<file path="src/rtl/dsp_pkg.sv">
// Shared widths, operand-select encodings and opmode bit positions for the DSP post-adder.
package dsp_pkg;

    localparam int unsigned P_W    = 48;
    localparam int unsigned M_W    = 36;
    localparam int unsigned AB_W   = 18;
    localparam int unsigned D_LO_W = 12;
    localparam int unsigned OPM_W  = 8;

    localparam int unsigned OPM_X_LSB   = 0;
    localparam int unsigned OPM_Z_LSB   = 2;
    localparam int unsigned OPM_CIN_BIT = 5;
    localparam int unsigned OPM_SUB_BIT = 7;

    typedef enum logic [1:0] {
        X_ZERO = 2'd0,
        X_MULT = 2'd1,
        X_PFB  = 2'd2,
        X_DAB  = 2'd3
    } x_sel_e;

    typedef enum logic [1:0] {
        Z_ZERO = 2'd0,
        Z_PCIN = 2'd1,
        Z_PFB  = 2'd2,
        Z_C    = 2'd3
    } z_sel_e;

    // D:A:B concatenation as seen by the X mux (only the low 12 bits of D fit).
    typedef struct packed {
        logic [D_LO_W-1:0] d;
        logic [AB_W-1:0]   a;
        logic [AB_W-1:0]   b;
    } dab_t;

endpackage

</file>
<file path="src/rtl/dsp_reg_bypass.sv">
// Optional pipeline stage: synchronous active-high reset, clock enable, register-or-bypass output.
module dsp_reg_bypass #(
    parameter int unsigned WIDTH  = 1,
    parameter bit          EN_REG = 1'b1
) (
    input  logic             clk,
    input  logic             rst,
    input  logic             ce,
    input  logic [WIDTH-1:0] d,
    output logic [WIDTH-1:0] q
);

    logic [WIDTH-1:0] r;

    // Reset wins over the clock enable.
    always_ff @(posedge clk) begin
        if (rst) begin
            r <= '0;
        end else if (ce) begin
            r <= d;
        end
    end

    assign q = EN_REG ? r : d;

endmodule

</file>
<file path="src/rtl/dsp_post_adder.sv">
// DSP48A1-style post-adder/accumulator: X/Z operand select, add/subtract with carry, P/CARRYOUT stage.
// Define DSP_POSTADD_OVF_EN to add the registered signed-overflow output OVF.
module dsp_post_adder
    import dsp_pkg::*;
#(
    parameter int unsigned OPMODEREG   = 1,
    parameter int unsigned CARRYINREG  = 1,
    parameter int unsigned PREG        = 1,
    parameter int unsigned CARRYOUTREG = 1,
    parameter string       CARRYINSEL  = "OPMODE5"
) (
    input  logic             clk,
    input  logic             rstn,
    input  logic [OPM_W-1:0] opmode,
    input  logic [M_W-1:0]   M,
    input  logic [P_W-1:0]   C,
    input  logic [AB_W-1:0]  D,
    input  logic [AB_W-1:0]  A,
    input  logic [AB_W-1:0]  B,
    input  logic [P_W-1:0]   PCIN,
    input  logic             carryin,
    input  logic             CEOPMODE,
    input  logic             CECARRYIN,
    input  logic             CEP,
    output logic [P_W-1:0]   P,
    output logic [P_W-1:0]   PCOUT,
    output logic             CARRYOUT,
    output logic             CARRYOUTF
`ifdef DSP_POSTADD_OVF_EN
    ,
    output logic             OVF
`endif
);

    localparam bit CIN_FROM_PORT = (CARRYINSEL == "CARRYIN");
    localparam bit OPM_EN        = (OPMODEREG != 0);
    localparam bit CIN_EN        = (CARRYINREG != 0);
    localparam bit OPM_PAD_EN    = CIN_EN && !OPM_EN;
    localparam bit CIN_PAD_EN    = OPM_EN && !CIN_EN;
    localparam bit PREG_EN       = (PREG != 0);
    localparam bit COREG_EN      = (CARRYOUTREG != 0);

    logic [OPM_W-1:0] opm_s1;
    logic [OPM_W-1:0] opm_r;
    logic             cin_raw;
    logic             cin_s1;
    logic             cin_r;
    logic [P_W-1:0]   p_reg;
    logic [P_W-1:0]   x_op;
    logic [P_W-1:0]   z_op;
    logic [P_W:0]     sum;
    logic             sub;
    logic             co;
    dab_t             dab;

    // Opmode path; the pad stage only exists when the carry path is the longer one.
    dsp_reg_bypass #(.WIDTH(OPM_W), .EN_REG(OPM_EN)) u_opm_reg (
        .clk(clk), .rst(rstn), .ce(CEOPMODE),  .d(opmode), .q(opm_s1)
    );
    dsp_reg_bypass #(.WIDTH(OPM_W), .EN_REG(OPM_PAD_EN)) u_opm_pad (
        .clk(clk), .rst(rstn), .ce(CECARRYIN), .d(opm_s1), .q(opm_r)
    );

    // Carry source is picked before the stage so it lines up with the opmode it came with.
    assign cin_raw = CIN_FROM_PORT ? carryin : opmode[OPM_CIN_BIT];

    dsp_reg_bypass #(.WIDTH(1), .EN_REG(CIN_EN)) u_cin_reg (
        .clk(clk), .rst(rstn), .ce(CECARRYIN), .d(cin_raw), .q(cin_s1)
    );
    dsp_reg_bypass #(.WIDTH(1), .EN_REG(CIN_PAD_EN)) u_cin_pad (
        .clk(clk), .rst(rstn), .ce(CEOPMODE),  .d(cin_s1), .q(cin_r)
    );

    assign dab = '{d: D[D_LO_W-1:0], a: A, b: B};
    assign sub = opm_r[OPM_SUB_BIT];

    // Operand muxes; P feedback always comes from the P register, even in bypass builds.
    always_comb begin
        x_op = '0;
        z_op = '0;
        case (x_sel_e'(opm_r[OPM_X_LSB +: 2]))
            X_ZERO: x_op = '0;
            X_MULT: x_op = P_W'(M);
            X_PFB:  x_op = p_reg;
            X_DAB:  x_op = dab;
        endcase
        case (z_sel_e'(opm_r[OPM_Z_LSB +: 2]))
            Z_ZERO: z_op = '0;
            Z_PCIN: z_op = PCIN;
            Z_PFB:  z_op = p_reg;
            Z_C:    z_op = C;
        endcase
    end

    // 49-bit add/subtract; bit 48 is the carry on add and the borrow on subtract.
    always_comb begin
        sum = '0;
        if (sub) begin
            sum = {1'b0, z_op} - ({1'b0, x_op} + (P_W + 1)'(cin_r));
        end else begin
            sum = {1'b0, z_op} + {1'b0, x_op} + (P_W + 1)'(cin_r);
        end
    end

    dsp_reg_bypass #(.WIDTH(P_W), .EN_REG(1'b1)) u_p_reg (
        .clk(clk), .rst(rstn), .ce(CEP), .d(sum[P_W-1:0]), .q(p_reg)
    );

    dsp_reg_bypass #(.WIDTH(1), .EN_REG(COREG_EN)) u_co_reg (
        .clk(clk), .rst(rstn), .ce(CEP), .d(sum[P_W]), .q(co)
    );

    assign P         = PREG_EN ? p_reg : sum[P_W-1:0];
    assign PCOUT     = P;
    assign CARRYOUT  = co;
    assign CARRYOUTF = co;

`ifdef DSP_POSTADD_OVF_EN
    logic [P_W-1:0] neg_x;
    logic           b_sign;
    logic           ovf_c;

    // Signed overflow: both effective operands share a sign that the result does not.
    always_comb begin
        neg_x  = P_W'(0) - x_op;
        b_sign = sub ? neg_x[P_W-1] : x_op[P_W-1];
        ovf_c  = (z_op[P_W-1] == b_sign) && (sum[P_W-1] != z_op[P_W-1]);
    end

    dsp_reg_bypass #(.WIDTH(1), .EN_REG(COREG_EN)) u_ovf_reg (
        .clk(clk), .rst(rstn), .ce(CEP), .d(ovf_c), .q(OVF)
    );
`endif

    logic unused_bits;
    assign unused_bits = ^{opm_r[6], opm_r[5], opm_r[4], D[AB_W-1:D_LO_W]};

endmodule
</file>
<file path="config.mk">
export PLATFORM = sky130hd
export DESIGN_NAME = dsp_post_adder
export DESIGN_NICKNAME = d
export VERILOG_FILES = /design/src/rtl/dsp_pkg.sv /design/src/rtl/dsp_reg_bypass.sv /design/src/rtl/dsp_post_adder.sv
export SDC_FILE = /design/constraint.sdc
export NUM_CORES = 1
export LEC_CHECK = 0
export ABC_CLOCK_PERIOD_IN_PS = 9000
export BUFFER_PORTS_ARGS = -buffer_cell sky130_fd_sc_hd__buf_2
export CORE_MARGIN = 3
export CORE_UTILIZATION = 60
export CTS_CLUSTER_DIAMETER = 60
export DETAILED_ROUTE_END_ITERATION = 6
export PLACE_DENSITY = 0.93
export SYNTH_ARGS = -nofsm -noshare
export SYNTH_HDL_FRONTEND = slang
export SYNTH_SLANG_ARGS = --single-unit
</file>
<file path="constraint.sdc">
create_clock -name clk -period 9 [get_ports clk]
set_clock_uncertainty 0.1 [all_clocks]
set_input_delay 0.45 -clock clk [delete_from_list [all_inputs] [get_ports clk]]
set_output_delay 0.45 -clock clk [all_outputs]
set_load 0.05 [all_outputs]
</file>
* After elaboration in Yosys (flattened, before gate mapping) *
Index checks and enable logic that the tools add are counted.

cells by class
  muxes and demuxes = 3
  equal/unequal tests = 6
  add/sub/neg operators = 4
  reductions and logical operators = 2

operators by type and width
  cell                number
  $pmux 48 s4         2
  $add 48x1->49       1
  $add 48x48->49      1
  $add 49x1->49       1
  $mux 49             1
  $sub 48x49->49      1
  $eq 2x2->1 const B  4
  $eq 2x1->1 const B  2
  $logic_not 2->1     2

word-level totals
  input port bits = 200
  logic and storage cells = 19
  output and inout port bits = 98
  register bits = 58

* Longest topological paths before layout *
  word-level depth = 5
  mapped depth = 19
  gate-level depth less buffers = 16

* Hierarchy *
A second synthesis with hierarchy kept.

unflattened totals
  cell total of the unflattened synthesis = 1497
  area total of the unflattened synthesis = 11343.4 um^2

by module, submodules not included
  module                          area an instance (um^2)  instances  cells an instance
  dsp_post_adder                  9193.8                   1          1301
  dsp_reg_bypass (u_p_reg)        1729.2                   1          155
  dsp_reg_bypass (u_opm_reg)      285.3                    1          26
  dsp_reg_bypass (u_cin_reg ...)  33.8                     2          3
  dsp_reg_bypass (u_opm_pad)      60.1                     1          8
  dsp_reg_bypass (u_cin_pad)      7.5                      1          1

* Least setup slack after synthesis *
Ideal clock, no wire load.

  path kind = flip-flop to flip-flop
  from = register u_opm_reg.r[2] (netlist: u_opm_reg.q[2])
  to = register u_p_reg.r[42] (netlist: u_p_reg.q[42])
  arrival time = 4422 ps
  cell stages (with the launch flop) = 18
  slack = 4363 ps
  path buffers = 3
  path through = dfxtp_1 clkbuf_1 nor2b_1 clkbuf_1 clkbuf_1 a22oi_1 fa_1 fa_1 nand2b_1 a2111o_1 a211oi_2 o2111ai_2 a21oi_2 a31oi_2 o21bai_1 a21oi_1 xnor2_1 a2111oi_0

between the ends
  word-level cells in the longest chain between the ends = 5
  elaborated cells between the ends (all ways) = 9

RTL lines
  what                                RTL line               text
  from (decl)                         dsp_reg_bypass.sv:13   logic [WIDTH-1:0] r;
  from (signal assigned)              dsp_reg_bypass.sv:18   r <= '0;
  from (signal assigned)              dsp_reg_bypass.sv:20   r <= d;
  $eq 2x2->1 (tied with other cells)  dsp_post_adder.sv:87   case (z_sel_e'(opm_r[OPM_Z_LSB +: 2]))
  $pmux 48 s4 *                       dsp_post_adder.sv:87
  $add 48x48->49                      dsp_post_adder.sv:101  sum = {1'b0, z_op} + {1'b0, x_op} + (P_W + 1)'(cin_r);
  $add 49x1->49                       dsp_post_adder.sv:101
  $mux 49 *                           dsp_post_adder.sv:98   if (sub) begin
  to (signal assigned)                dsp_reg_bypass.sv:18
  to (signal assigned)                dsp_reg_bypass.sv:20
  to (decl)                           dsp_reg_bypass.sv:13

Mark *: on every way between the ends. The rest lies on a longest branch, timed or not.
A chain may end at the register's enable or synchronous reset.

* Worst setup path after layout *
Ends and elaborated chain as after synthesis.

==> key figures <==
Logic synthesis
  • Number of flops mapped to enable cells by yosys: 0
  • Mapped Area: roughly 0.011 mm²
  • Ys flop type: dfxtp_1
  • Sequential share of the synthesized area: 0.0998
  • Post-synth ARST share: 0
  • Syn_nets: 1849
  • Unique cell type count in the Yosys netlist: slightly below 80
  • Yosys reg bits: between 50 and 60
  • Post-Syn Area per Cell: 7.33 µm²
  • Ys Warns: 0
  • Synthesized instance count: 1506

Placed design
  • Post-place setup slack: approximately 3600 ps
  • GP Congestion: 1.00
  • Port bufs: between 200 and 300
  • Inst Count DP: 1893
  • HPWL Detailed: about 30000 µm

Die
  • I/O pins: 298
  • Starting Density: 0.625
  • Total core area: about 0.018 mm²
  • Die height: around 140 µm
  • Die X-Extent: roughly 140 µm
  • # rows: 48
  • Die footprint: about 0.020 mm²

Detailed routing
  • Routed vias/inst: 6.37
  • Initial DRT Pass Iterations: 6
  • 1st-iter DRT viols: 1156
  • DRC violations left: 0
  • WL final: roughly 38000 µm
  • Antenna-violating nets left: 0
  • Avg WL per Cell: just over 20 µm
  • Routed vias: 12114

Critical path
  • Crit path cell chain: buf_4, a22oi_1, fa_1, fa_1, nand2b_1, a2111o_1, a211oi_2, o2111ai_2, a21oi_2, a31oi_2, o21bai_1, a21oi_1, xnor2_1, a2111oi_0
  • CP Launch Type: flop
  • Max stage delay cell, worst path: dfxtp_2
  • Delay-heaviest family, CP: compound AO/OA/AOI/OAI gates
  • Slowest stage delay, CP: between 800 and 900 ps
  • Buffers and inverters on the worst path: 1
  • Worst endpoint required time: 9100 ps
  • Crit. End Element: flop
  • Critical path class: flop to flop
  • Critical-path maximum fanout: 30
  • Register-to-register setup slack: roughly 3400 ps
  • Cell mode on critical path: fa_1
  • Critical Path AT: 5730 ps

Final layout
  • Most frequent cells in the layout: buf_2 (288), inv_1 (141), ha_1 (139)
  • Area grow syn2layout: 11.6%
  • Final cell count without fillers: approximately 1900
  • Filler cell count: 1563
  • Fraction of layout cells with a size suffix above 1: 0.249
  • Nets@finish: roughly 2000
  • Commonest non-fill, non-tap cell in the layout: buf_2
  • Inserted Diodes: 0

Timing
  • Final WS setup: about 3400 ps
  • Worst-margin pin slew: around 860 ps
  • Max Slew Vio Count: 0
  • Final worst-path cycle share: 0.625
  • Final setup viols: 0
  • Minimum clock period: 5630 ps
  • Hold Vio Cnt, Final: 0
  • Slew headroom: 0.408
  • Final setup TNS: 0 ps
  • RSZ-0062 raised after global routing: no
  • FMAX: 178 MHz

Hold path
  • Hold Crit Class: input pin to flop

CTS
  • Clock H-tree levels: 2
  • Inserted Clock Buffers: 5
  • Clock Path Buffers: 2
  • Clock Latency Late Sink: ~330 ps
  • Post-CTS Setup Repair Bufs: 0
  • Reg clk slew, reported paths: roughly 90 ps
  • CTS Root Cell: clkbuf_16
  • TritonCTS clock tree: built
  • Post-cts resize count: 0
  • Clk sinks: 55
  • Hold-fix buffers, CTS: 0

Power
  • Leakage: approximately 6.0 nW
  • Max VDD drop: approximately 99 µV
  • P per Cell Area: approximately 130 mW/mm²

Global route
  • Largest net degree at the start of global routing: 60
  • Total grt overflow: 0
  • Initial antenna violation count: 0
  • Tot GR Track Use: 0.369
  • First-pass GRT wire length: around 60000 µm
  • Vias in the first global route: between 10000 and 15000

Run
  • # Max-Cap Violations: 0

Outcome
  • Run status: finished clean
state kept, by name, summed over array words and instances (netlist names):
register and cells:
u_p_reg.q 48, u_opm_reg.q 5, u_cin_reg.q 1, u_co_reg.q 1
routing by layer:
layer / global-route usage / vias to the layer above / wire [µm]
met3: 0.0519 / 90 / 3280
met5: 0 / - / 0
met2: 0.639 / 655 / 18100
li1: - / 5725 / -
met1: 0.480 / 5644 / 15900
met4: 0.103 / 0 / 1040
final cells by class:
cell class                      instances  area (µm²)  area share
Multi-Input combinational cell       1172        8710       0.708
Timing Repair Buffer                  300        1530       0.124
Sequential cell                        55        1110      0.0899
Tap cell                              225         282      0.0229
Clock inverter                          3        25.0     0.00203
Inverter                              141         529      0.0430
Clock buffer                            5         125      0.0102
stage by stage:
stage | power (mW) | instance area [µm²] | utilization | hold slack, ps
after global routing | 1.71 | 12300 | 0.697 | 292
after CTS | 1.59 | 12300 | 0.697 | 274
final | 1.61 | 12300 | 0.697 | 276
after global placement | 1.35 | 12200 | 0.689 | 394
after detailed placement | 1.36 | 12200 | 0.689 | 406
after floorplan | 1.11 | 11000 | - | 425
power by group:
part           switching (mW)  internal, mW  total (mW)
clock                   0.125         0.107       0.231
sequential             0.0365         0.265       0.301
combinational           0.683         0.398        1.08
total                   0.844         0.769        1.61
path summary, 6_finish.rpt:
path,start,cells after the start,end
hold reg to reg,u_p_reg.q[27],2,u_p_reg.q[27]
setup reg to reg,u_opm_reg.q[2],14,u_p_reg.q[42]
hold / removal,opmode[7],3,u_opm_reg.q[7]
setup / recovery,u_opm_reg.q[2],14,u_p_reg.q[42]
synthesized netlist by cell type, types with 49 or more instances:
| library cell | n | area (µm²) |
|---|---|---|
| dfxtp_1 | 55 | 1100 |
| clkbuf_1 | 70 | 263 |
| a21oi_1 | 133 | 666 |
| xnor2_1 | 56 | 490 |
| a22o_1 | 59 | 517 |
| buf_4 | 49 | 368 |
| o21ai_0 | 63 | 315 |
| ha_1 | 139 | 1740 |
| mux2_2 | 85 | 957 |
| nand2_1 | 92 | 345 |
| inv_1 | 141 | 529 |
| nor2_1 | 123 | 462 |
cells by family (layout without fill, tap and decap cells):
| kind of cell | Yosys count | count (layout) | synth area share |
|---|---|---|---|
| AOI/OAI and AO/OA | 477 | 477 | 0.298 |
| and+or+nand+nor | 366 | 366 | 0.156 |
| buffers and inverters | 279 | 449 | 0.112 |
| adders and majority gates | 143 | 143 | 0.165 |
| muxes | 109 | 109 | 0.108 |
| xor gates and xnor gates | 77 | 77 | 0.0611 |
| DFF | 55 | 55 | 0.0998 |
worst register-to-register path: stages, from the launching register on:
cell,delay (ps)
dfxtp_2,850
buf_4,420
a22oi_1,190
fa_1,470
fa_1,440
nand2b_1,160
a2111o_1,420
a211oi_2,360
o2111ai_2,310
a21oi_2,350
a31oi_2,230
o21bai_1,480
a21oi_1,160
xnor2_1,160
a2111oi_0,390
No activity file was read; power rests on OpenSTA's default activity.
